--- config.mk ---
export PLATFORM = sky130hd
export DESIGN_NAME = mem_param
export DESIGN_NICKNAME = d
export VERILOG_FILES = /design/src/rtl/mem_pkg.sv /design/src/rtl/mem_array.sv /design/src/rtl/mem_param.sv
export SDC_FILE = /design/constraint.sdc
export NUM_CORES = 1
export LEC_CHECK = 0
export ABC_CLOCK_PERIOD_IN_PS = 2800
export CAP_MARGIN = 20
export CORE_ASPECT_RATIO = 0.6
export CORE_MARGIN = 2
export CORE_UTILIZATION = 55
export DETAILED_ROUTE_END_ITERATION = 8
export DONT_BUFFER_PORTS = 1
export PLACE_DENSITY = 0.77
export SKIP_LAST_GASP = 1
export SLEW_MARGIN = 20
export SYNTH_ARGS = -nofsm -noshare
export SYNTH_HDL_FRONTEND = slang
export SYNTH_SLANG_ARGS = --single-unit
--- constraint.sdc ---
create_clock -name clk -period 2.8 [get_ports clk]
set_input_delay 0.84 -clock clk [delete_from_list [all_inputs] [get_ports clk]]
set_output_delay 0.84 -clock clk [all_outputs]
set_load 0.03 [all_outputs]
--- src/rtl/mem_pkg.sv ---
// Shared types and constants for the parametrised scratch memory.
package mem_pkg;

  typedef enum logic {
    CLEAR = 1'b0,
    IDLE  = 1'b1
  } state_t;

  localparam logic RW_WRITE = 1'b0;
  localparam logic RW_READ  = 1'b1;

endpackage

--- src/rtl/mem_array.sv ---
// Raw DEPTH x DATA_W register storage: one clocked write port, one read port
// whose data is captured into the output register by the parent.
module mem_array #(
  parameter int DATA_W = 8,
  parameter int ADDR_W = 3,
  parameter int DEPTH  = 2**ADDR_W
) (
  input  logic              clk,
  input  logic              we_i,
  input  logic [ADDR_W-1:0] waddr_i,
  input  logic [DATA_W-1:0] wdata_i,
  input  logic [ADDR_W-1:0] raddr_i,
  output logic [DATA_W-1:0] rdata_o
);

  logic [DATA_W-1:0] mem_q [DEPTH];

  always_ff @(posedge clk) begin
    if (we_i) begin
      mem_q[waddr_i] <= wdata_i;
    end
  end

  assign rdata_o = mem_q[raddr_i];

endmodule

--- src/rtl/mem_param.sv ---
// Single-port synchronous RAM with post-reset clear sequencer, registered read
// data, read-valid pulse and ready flag. RW: 0 = write, 1 = read.
module mem_param
  import mem_pkg::*;
#(
  parameter int DATA_W         = 8,
  parameter int ADDR_W         = 3,
  parameter int DEPTH          = 2**ADDR_W,
  parameter bit CLEAR_ON_RESET = 1'b1
) (
  input  logic              clk,
  input  logic              rst,
  input  logic              req,
  input  logic              RW,
  input  logic [ADDR_W-1:0] addr,
  input  logic [DATA_W-1:0] i,
  output logic [DATA_W-1:0] o,
  output logic              o_valid,
  output logic              ready
);

  localparam logic [ADDR_W:0]   DEPTH_C = (ADDR_W+1)'(DEPTH);
  localparam logic [ADDR_W-1:0] LAST_C  = ADDR_W'(DEPTH - 1);

  state_t            state_q;
  logic [ADDR_W-1:0] clr_ptr_q;
  logic [ADDR_W-1:0] clr_ptr_d;
  logic [DATA_W-1:0] o_q;
  logic              o_valid_q;
  logic              ready_q;

  logic              in_range;
  logic              acc_en;
  logic              user_wr;
  logic              user_rd;
  logic              arr_we;
  logic [ADDR_W-1:0] arr_waddr;
  logic [DATA_W-1:0] arr_wdata;
  logic [DATA_W-1:0] arr_rdata;

  // Addresses past DEPTH exist only when DEPTH < 2**ADDR_W; they never reach the array.
  assign in_range  = ({1'b0, addr} < DEPTH_C);
  assign acc_en    = (state_q == IDLE) && ready_q && req;
  assign user_wr   = acc_en && (RW == RW_WRITE) && in_range;
  assign user_rd   = acc_en && (RW == RW_READ);
  assign clr_ptr_d = clr_ptr_q + 1'b1;

  // Reset itself must leave the contents alone, so rst blocks the clear write too.
  assign arr_we    = !rst && ((state_q == CLEAR) || user_wr);
  assign arr_waddr = (state_q == CLEAR) ? clr_ptr_q : addr;
  assign arr_wdata = (state_q == CLEAR) ? '0 : i;

  mem_array #(
    .DATA_W (DATA_W),
    .ADDR_W (ADDR_W),
    .DEPTH  (DEPTH)
  ) u_array (
    .clk     (clk),
    .we_i    (arr_we),
    .waddr_i (arr_waddr),
    .wdata_i (arr_wdata),
    .raddr_i (addr),
    .rdata_o (arr_rdata)
  );

  always_ff @(posedge clk) begin
    if (rst) begin
      state_q   <= CLEAR_ON_RESET ? CLEAR : IDLE;
      clr_ptr_q <= '0;
      o_q       <= '0;
      o_valid_q <= 1'b0;
      ready_q   <= 1'b0;
    end else begin
      o_valid_q <= 1'b0;
      case (state_q)
        CLEAR: begin
          if (clr_ptr_q == LAST_C) begin
            state_q <= IDLE;
            ready_q <= 1'b1;
          end else begin
            clr_ptr_q <= clr_ptr_d;
          end
        end
        IDLE: begin
          ready_q <= 1'b1;
          if (user_rd) begin
            o_q       <= in_range ? arr_rdata : '0;
            o_valid_q <= 1'b1;
          end
        end
        default: begin
          state_q <= IDLE;
          ready_q <= 1'b0;
        end
      endcase
    end
  end

  assign o       = o_q;
  assign o_valid = o_valid_q;
  assign ready   = ready_q;

endmodule

# Word-level counts from Yosys, hierarchy flattened
# Memory sizes are Yosys's and may differ from the RTL's. A register that Yosys moved wholly into a read port is not among the register bits.
# Cells that the tools add are included.
# word_totals
inputBits,15
output_inout_bits,10
memories,1
elab_cells,30
register_bits,6
mem_bits_rw,64
# memory_table
name,depth,word_bits,read_ports,rd_ports_with_merged_regs,wr,line_no,source
u_array.mem_q,8,8,1,1,1,mem_array.sv:16,logic [DATA_W-1:0] mem_q [DEPTH];
# op_classes
muxes,9
addsub,1
eq_ne,2
bitwise,3
reduce_logical,10
# ops
operator,n
$mux 8,1
$mux 1,6
$logic_and 1x1->1,5
$reduce_and 2->1,2
$add 3x1->3 const B,1
$eq 3x3->1 const B,1
$mux 3,1
$not 1->1,3
$ne 2x1->1 const B,1
$pmux 1 s2,1
$reduce_or 2->1,1
$logic_not 1->1,1
$logic_or 1x1->1,1

# Longest topological paths before layout
# Gate-level depths: netlist (run 1).
# logic_depth
depth_word,7
ltp_mapped,5
mapped_depth_nobuf,5

# Modules after synthesis
# Synthesis (run 1) repeated with hierarchy kept, for this count alone.
# unflattened
hier_cells,179
area_unflattened_um2,3230.6
# modules_own_cells
mod,n_inst,area_per_inst_um2,seq_area_each_um2,cells_per_inst
mem_array,1,2531.2,1921.8,106
mem_param,1,699.4,280.3,73

# Worst setup path before layout (run 1)
# Ideal clock, no wire load.
# synth_timing
path_type,in2reg
startpoint,input port addr[0]
endpoint,memory u_array.mem_q[7][0] (enable)
path_buffers,1
setup_time_ns,0.373
required_time_ns,2.427
slack_ns,0.657
arrival_time_ns,1.770
stages,4
path_cell_list,buf_6 > mux2i_1 > a211o_1 > nor2b_1
# synth_via
elab_chain_len,1
# synth_rtl
item,line_no,source
from (decl),mem_param.sv:15,"input logic [ADDR_W-1:0] addr,"
$mux 3,mem_param.sv:50,assign arr_waddr = (state_q == CLEAR) ? clr_ptr_q : addr;
to (decl),mem_array.sv:16,
# No other way between the ends.

# Final worst setup path (run 1)
# layout_timing
startpoint,register state_q
endpoint,memory u_array.mem_q[2][7] (enable)
# layout_via
elab_chain_len,7
word_cells_on_any_way,9
cone_classes,3 x mux; 1 x bitwise; 5 x reduce/logical
# layout_rtl
item,line_no,source
from (decl),mem_param.sv:25,state_t state_q;
from (signal assigned),mem_param.sv:68,state_q <= CLEAR_ON_RESET ? CLEAR : IDLE;
$logic_and 1x1->1 (2 in a row),mem_param.sv:43,assign acc_en = (state_q == IDLE) && ready_q && req;
$logic_and 1x1->1,mem_param.sv:44,assign user_wr = acc_en && (RW == RW_WRITE) && in_range;
$logic_or 1x1->1,mem_param.sv:49,assign arr_we = !rst && ((state_q == CLEAR) || user_wr);
$logic_and 1x1->1,mem_param.sv:49,
$mux 1,mem_array.sv:19,if (we_i) begin
$mux 1 (not written as such),mem_array.sv:20,mem_q[waddr_i] <= wdata_i;
# Parallel ways exist; a longest one is shown, timed or not.

==> results of run 1 <==
-- cells in the final DEF, fill, tap and decap left out, drive strengths merged, types with 2 or more instances in the layout --
master,count
clkbuf,10
nand2,12
o22ai,16
nor2,11
o21ai,3
nor3,2
clkinvlp,4
inv,3
a21oi,3
and2,8
o21a,2
nor2b,2
buf,5
edfxtp,64
nand2b,2
dfxtp,14
mux2,32
nand3b,2
o31ai,8
ha,2
clkinv,2
or3b,2
-- synth_stat cells, drive strengths merged --
cell type and count:
nor3 2, xnor2 1, nor2b 2, nand2 12, nand2b 2, o211ai 1
edfxtp 64, mux2i 1, nand3b 2, or3b 2, buf 8, and2 8
a211o 1, a41oi 1, and3b 1, o22ai 16, mux2 32, or2 1
nor2 11, o21a 2, o21ai 3, and4 1, o31ai 8, dfxtp 14
inv 3, clkbuf 2, ha 2, a21oi 3
-- cell type report --
| cell class | count | area share |
|---|---|---|
| Clock buffer | 10 | 0.03765 |
| Clock inverter | 6 | 0.01144 |
| Inverter | 3 | 0.003322 |
| Multi-Input combinational cell | 115 | 0.2573 |
| Sequential cell | 78 | 0.6497 |
| Tap cell | 80 | 0.02953 |
| Timing Repair Buffer | 5 | 0.01107 |
-- metrics by stage --
step | cell area, um^2 | cells | total power [mW]
after CTS | 3390 | 297 | 2.135
after detailed placement | 3223 | 281 | 1.431
after global placement | 3223 | 281 | 1.428
after global routing | 3390 | 297 | 2.200
after floorplan | 3179 | 206 | 1.418
final | 3390 | 297 | 2.124
-- state kept, by name (all words and copies together) (netlist names) --
name	cells
u_array.mem_q	64
o	8
clr_ptr_q	3
o_valid	1
ready	1
state_q	1
-- power breakdown --
part	total, mW	switching, mW	internal (mW)
Sequential	1.29	0.0135	1.28
Combinational	0.112	0.0636	0.0482
Clock	0.718	0.402	0.316
Total	2.12	0.479	1.64
-- cell families (layout without fill, tap and decap cells) --
kind of cell             count (synthesis)  after routing  synth area share
AO/OA/AOI/OAI                           35             35           0.07477
multiplexers                            33             33            0.1165
buffers and inverters                   13             24           0.03306
flip-flops                              78             78            0.6926
AND/OR/NAND/NOR                         44             44           0.07242
adder cells (fa/ha/maj)                  2              2          0.007870
XOR/XNOR                                 1              1          0.002755
-- per-layer routing --
metal | part of all wire | vias to the layer above | wire (um)
met4 | 0.015 | 0 | 94
met1 | 0.45 | 835 | 2846
met5 | 0 | - | 0
li1 | - | 796 | -
met2 | 0.42 | 75 | 2641
met3 | 0.11 | 9 | 681
-- worst max path at each step --
stage	startpoint	endpoint	cells after the start	slack, ps
after floorplan	addr[0]	u_array.mem_q[7][0]	4	660
after global placement	addr[2]	u_array.mem_q[2][5]	3	440
after detailed placement	addr[2]	u_array.mem_q[2][1]	3	410
after CTS	state_q	u_array.mem_q[2][7]	4	760
after global routing	state_q	u_array.mem_q[4][1]	4	660
final	state_q	u_array.mem_q[2][7]	4	770
==> results.tsv, run 1 <==
stage	metric	value	unit
detailed_routing	Routed WL	6263	um
finish	fillers	441	
detailed_routing	per-cell routed wire length	21.09	um
floorplanning	IO Pins	25	
clock_network	clk sinks	78	
worst_setup_path	FF-to-FF setup slack	770	ps
grt	grt met2 use	0.2952	
clock_network	H-tree Lvls	3	
synthesis	Synth area leaders	edfxtp_1, dfxtp_1, mux2_1	
worst_setup_path	CP endpoint kind	flip-flop	
clock_network	CTS Buf Count	9	
timing	crit share post-route	0.7265	
grt	vias in the first global route	1701	
worst_setup_path	crit path DAT	2020	ps
placed_design	# port buffers	0	
detailed_routing	Vias/cell	5.774	
finish	Seq. cell area	2202	um^2
worst_setup_path	WP data required	2780	ps
finish	Post-Route Utilization	0.6085	
timing	Hold Violations, Final	0	
grt	initial antenna violation count	0	
clock_network	# Post-CTS Setup Buffers	0	
clock_network	worst skew pair latency	360	ps
timing	RSZ-0062 raised after global routing	no	
grt	gr busiest metal	met1	
clock_network	Root Buffer	clkbuf_8	
finish	area of the multi-input gates	872.1	um^2
floorplanning	die width	102.2	um
placed_design	dpl hpwl	4205	um
finish	Nets	229	
synthesis	Warnings, synthesis	0	
floorplanning	# rows	21	
synthesis	Net Count, Synth	223	
timing	max frequency	491.6	MHz
outcome	status	finished, final reports clean	
worst_setup_path	critical path class	reg -> reg	
hold_path	hold_sp	rst	
detailed_routing	number of DRC markers in iteration 0	105	
clock_network	CTS tree	built	
power	Lkg Pwr	1.085	nW
synthesis	sequential area share after synthesis	0.6926	
clock_network	clock buffer depth	2	
worst_setup_path	FF-to-FF End	u_array.mem_q[2][7]	
floorplanning	chip height	62.89	um
grt	first-pass GRT wire length	9749	um
power	PwrDens	626.6	nW/um^2
synthesis	synthesized area	3179	um^2
synthesis	Avg Cell Area, Syn	15.43	um^2
placed_design	post-placement setup slack	407.2	ps
finish	layout cells sized above 1	0.1705	
run	Max Cap Viol	0	
floorplanning	total die area	6425	um^2
grt	GR Layer Usage met3	0.09732	
hold_path	hold crit path type	in -> reg	
hold_path	Hold EP	clr_ptr_q[2]	
placed_design	GP Congestion	0.7787	
clock_network	Clk pin slew, worst setup/hold paths	80	ps
worst_setup_path	crit path cell chain	buf_4, or3b_1, o21a_1, nor2_1	
timing	post-route clock skew	6.396	ps
worst_setup_path	Worst Path Buf+Inv	1	
grt	pin count of the biggest net entering global routing	34	
hold_path	WHS Path Cells	1	
detailed_routing	Post-DRT Antenna Nets	0	
worst_setup_path	critical path's top delay family	simple AND/OR/NAND/NOR gates	
finish	Antenna diodes	0	
worst_setup_path	Critical Path Max Stage Delay	580	ps
timing	Final Hold Slack	544.8	ps
timing	Tightest Pin Transition	734.4	ps
synthesis	register bit total from synthesis	78	
clock_network	hold buffers post-CTS	0	
synthesis	cells after synthesis	206	
clock_network	CTS resizes	0	
timing	Final Setup Violations	0	
detailed_routing	via count	1715	
worst_setup_path	crit path max fanout	21	
grt	Global Route Usage Sum	0.2207	
worst_setup_path	Reg-to-Reg Start	state_q	
floorplanning	Starting Density	0.5708	
synthesis	post-synth top area share	0.6045	
timing	max-slew violation count	0	
grt	met1 Track Usage GR	0.3202	
timing	Tmin final	2034	ps
worst_setup_path	type of element launching the critical path	flip-flop	
synthesis	area leader, netlist	edfxtp_1	
timing	max_slew headroom	0.5086	
grt	overflow left after global routing	0	
timing	Setup TNS	0	ps
detailed_routing	residual DRC count	0	
power	VDD IR max	237.9	uV
worst_setup_path	Worst path slowest cell	nor2_1	
floorplanning	core area	5570	um^2
detailed_routing	1st-pass router iterations	5	
timing	final setup margin	765.9	ps
synthesis	synth unique cells	33	
worst_setup_path	Worst R2R Path Depth	4	
finish	Area Overhead vs Synth	6.612	%
Note: power is estimated with default switching activity, not from simulation.
==> run 2, diff against run 1 <==
--- a/config.mk
+++ b/config.mk
@@ -5,14 +5,14 @@
 export SDC_FILE = /design/constraint.sdc
 export NUM_CORES = 1
 export LEC_CHECK = 0
-export ABC_CLOCK_PERIOD_IN_PS = 2800
+export ABC_CLOCK_PERIOD_IN_PS = 1800
 export CAP_MARGIN = 20
 export CORE_ASPECT_RATIO = 0.6
 export CORE_MARGIN = 2
 export CORE_UTILIZATION = 55
 export DETAILED_ROUTE_END_ITERATION = 8
 export DONT_BUFFER_PORTS = 1
-export PLACE_DENSITY = 0.77
+export PLACE_DENSITY = 0.8
 export SKIP_LAST_GASP = 1
 export SLEW_MARGIN = 20
 export SYNTH_ARGS = -nofsm -noshare
==> constraint.sdc (replaced) <==
create_clock -name clk -period 1.8 [get_ports clk]
set_input_delay 0.54 -clock clk [delete_from_list [all_inputs] [get_ports clk]]
set_output_delay 0.54 -clock clk [all_outputs]
set_load 0.03 [all_outputs]
==> run 2 against run 1 <==
- clock skew grew 3.0 ps
- first-iteration DRC count down 29%
- flip-flop and latch count is the same
- clock power up 67%
- final area up 2.9%
- count of clock-buffer cells in the layout down 1
- cell count is 3.4% higher
- wire length decreased by 4.1%
- non-clock buffer count rose by 11
- critical path depth unchanged
- critical endpoint is now u_array.mem_q[6][1]
==> results.tsv, run 2 (synthesized netlist as in run 1, its figures left out) <==
stage	metric	value	unit
hold_path	hold_sp	rst	
clock_network	# Post-CTS Setup Buffers	0	
grt	initial antenna violation count	0	
detailed_routing	Vias/cell	5.616	
finish	Largest register FFs	64	
clock_network	H-tree Lvls	3	
clock_network	CTS Buf Count	9	
placed_design	# port buffers	0	
clock_network	Root Buffer	clkbuf_8	
grt	Global Route Usage Sum	0.2087	
worst_setup_path	CP endpoint kind	flip-flop	
worst_setup_path	Worst R2R Path Depth	4	
worst_setup_path	critical path class	reg -> reg	
placed_design	dpl hpwl	4023	um
finish	Area Overhead vs Synth	9.681	%
outcome	status	finished, final reports clean	
power	VDD IR max	574.7	uV
floorplanning	total die area	6425	um^2
finish	Antenna diodes	0	
floorplanning	chip height	62.89	um
worst_setup_path	Critical Path Max Stage Delay	420	ps
power	Lkg Pwr	1.167	nW
clock_network	CTS tree	built	
placed_design	GP Congestion	0.7954	
detailed_routing	per-cell routed wire length	19.56	um
grt	vias in the first global route	1670	
worst_setup_path	Reg-to-Reg Start	state_q	
worst_setup_path	WP data required	1860	ps
timing	RSZ-0062 raised after global routing	no	
floorplanning	Starting Density	0.5708	
timing	Tmin final	1545	ps
floorplanning	die width	102.2	um
detailed_routing	via count	1724	
detailed_routing	residual DRC count	0	
finish	Nets	240	
placed_design	Cells after DPL	292	
clock_network	CTS resizes	0	
worst_setup_path	type of element launching the critical path	flip-flop	
clock_network	clk sinks	78	
floorplanning	core area	5570	um^2
placed_design	post-placement setup slack	123.2	ps
timing	max_slew headroom	0.6192	
floorplanning	# rows	21	
hold_path	WHS Path Cells	1	
run	Max Cap Viol	0	
detailed_routing	Routed WL	6004	um
clock_network	Clk pin slew, worst setup/hold paths	80	ps
floorplanning	IO Pins	25	
worst_setup_path	crit path cell chain	mux2i_1, o211ai_1, nor2b_1, buf_4	
clock_network	hold buffers post-CTS	0	
finish	Biggest register	u_array.mem_q	
timing	post-route clock skew	9.435	ps
finish	most common cell after layout, fill and taps aside	edfxtp_1	
finish	fillers	422	
grt	first-pass GRT wire length	9384	um
worst_setup_path	Worst path slowest cell	dfxtp_2	
grt	overflow left after global routing	0	
worst_setup_path	CP Launch Point	state_q	
timing	Final Setup Violations	0	
timing	Hold Violations, Final	0	
finish	non-filler cells, final	307	
timing	max-slew violation count	0	
detailed_routing	Post-DRT Antenna Nets	0	
hold_path	hold crit path type	in -> reg	
timing	max frequency	647.3	MHz
detailed_routing	1st-pass router iterations	4	
detailed_routing	number of DRC markers in iteration 0	75	
finish	commonest non-fill, non-tap cells in the layout	edfxtp_1, mux2_1, o22ai_1, mux2_2, buf_4	
worst_setup_path	crit path DAT	1600	ps
timing	Tightest Pin Transition	571.2	ps
power	PwrDens	976.3	nW/um^2
clock_network	worst skew pair latency	340	ps
timing	crit share post-route	0.8583	
grt	pin count of the biggest net entering global routing	34	
clock_network	clock buffer depth	2	
worst_setup_path	crit path max fanout	8	
timing	final setup margin	255.1	ps
finish	layout cells sized above 1	0.2203	
[run 2: cell count changes in the layout (fill, tap and decap cells not counted)]
cell,before,now
buf_4,5,16
bufinv_16,0,1
clkbuf_1,1,0
clkinv_2,1,4
clkinvlp_4,4,0
dfxtp_1,14,13
dfxtp_2,0,1
nor2b_1,2,1
nor2b_2,0,1
[run 2: cell type report]
cell class | count | area (um^2) | area share
Sequential cell | 78 | 2203 | 0.6319
Multi-Input combinational cell | 115 | 874.6 | 0.2508
Clock buffer | 9 | 123.9 | 0.03552
Timing Repair Buffer | 16 | 120.1 | 0.03445
Tap cell | 80 | 100.1 | 0.02870
Clock inverter | 6 | 53.80 | 0.01543
Inverter | 3 | 11.26 | 0.003229
[run 2: report_power, final]
part | internal (mW) | total [mW] | switching, mW
sequential | 1.99 | 2.01 | 0.0227
clock | 0.618 | 1.20 | 0.586
combinational | 0.0875 | 0.186 | 0.0987
[run 2: worst max-delay path: cells and delay by family, from the launching register on]
| family | cells | cell delay (ps) |
|---|---|---|
| DFF | 1 | 420 |
| muxes | 1 | 250 |
| and+or+nand+nor | 1 | 210 |
| AOI/OAI and AO/OA | 1 | 200 |
| buffers and inverters | 1 | 180 |
[run 2: metal layers]
metal	vias to the layer above	part of all wire	GRT usage
met5	-	0	0
met4	0	0.014	0.06500
met3	10	0.077	0.06935
met2	67	0.43	0.2829
met1	829	0.48	0.3185
li1	818	-	-
[run 2: per-stage QoR]
stage	power, mW	TNS, ps	area [um^2]	hold slack, ps	util
6_report	3.405	0	3487	250.6	0.6260
5_1_grt	3.535	0	3487	239.3	0.6260
4_1_cts	3.435	0	3486	236.4	0.6258
3_5_place_dp	2.239	0	3308	528.6	0.5939
3_3_place_gp	2.234	0	3308	523.6	0.5939
2_1_floorplan	2.206	-615.7	3182	498.8	-
[run 2: path summary, 6_finish.rpt]
kind | to | slack (ps)
worst min-delay path | state_q | 250
worst max register to register | u_array.mem_q[6][1] | 260
worst max-delay path | u_array.mem_q[6][1] | 260
worst min register to register | clr_ptr_q[2] | 550
==> run 3, diff against run 2 <==
--- a/config.mk
+++ b/config.mk
@@ -10,6 +10,7 @@
 export CORE_ASPECT_RATIO = 0.6
 export CORE_MARGIN = 2
 export CORE_UTILIZATION = 55
+export CTS_CLUSTER_DIAMETER = 150
 export DETAILED_ROUTE_END_ITERATION = 8
 export DONT_BUFFER_PORTS = 1
 export PLACE_DENSITY = 0.8
==> results of run 3 <==
The final DEF is identical to that of run 2; final timing and power are the same.
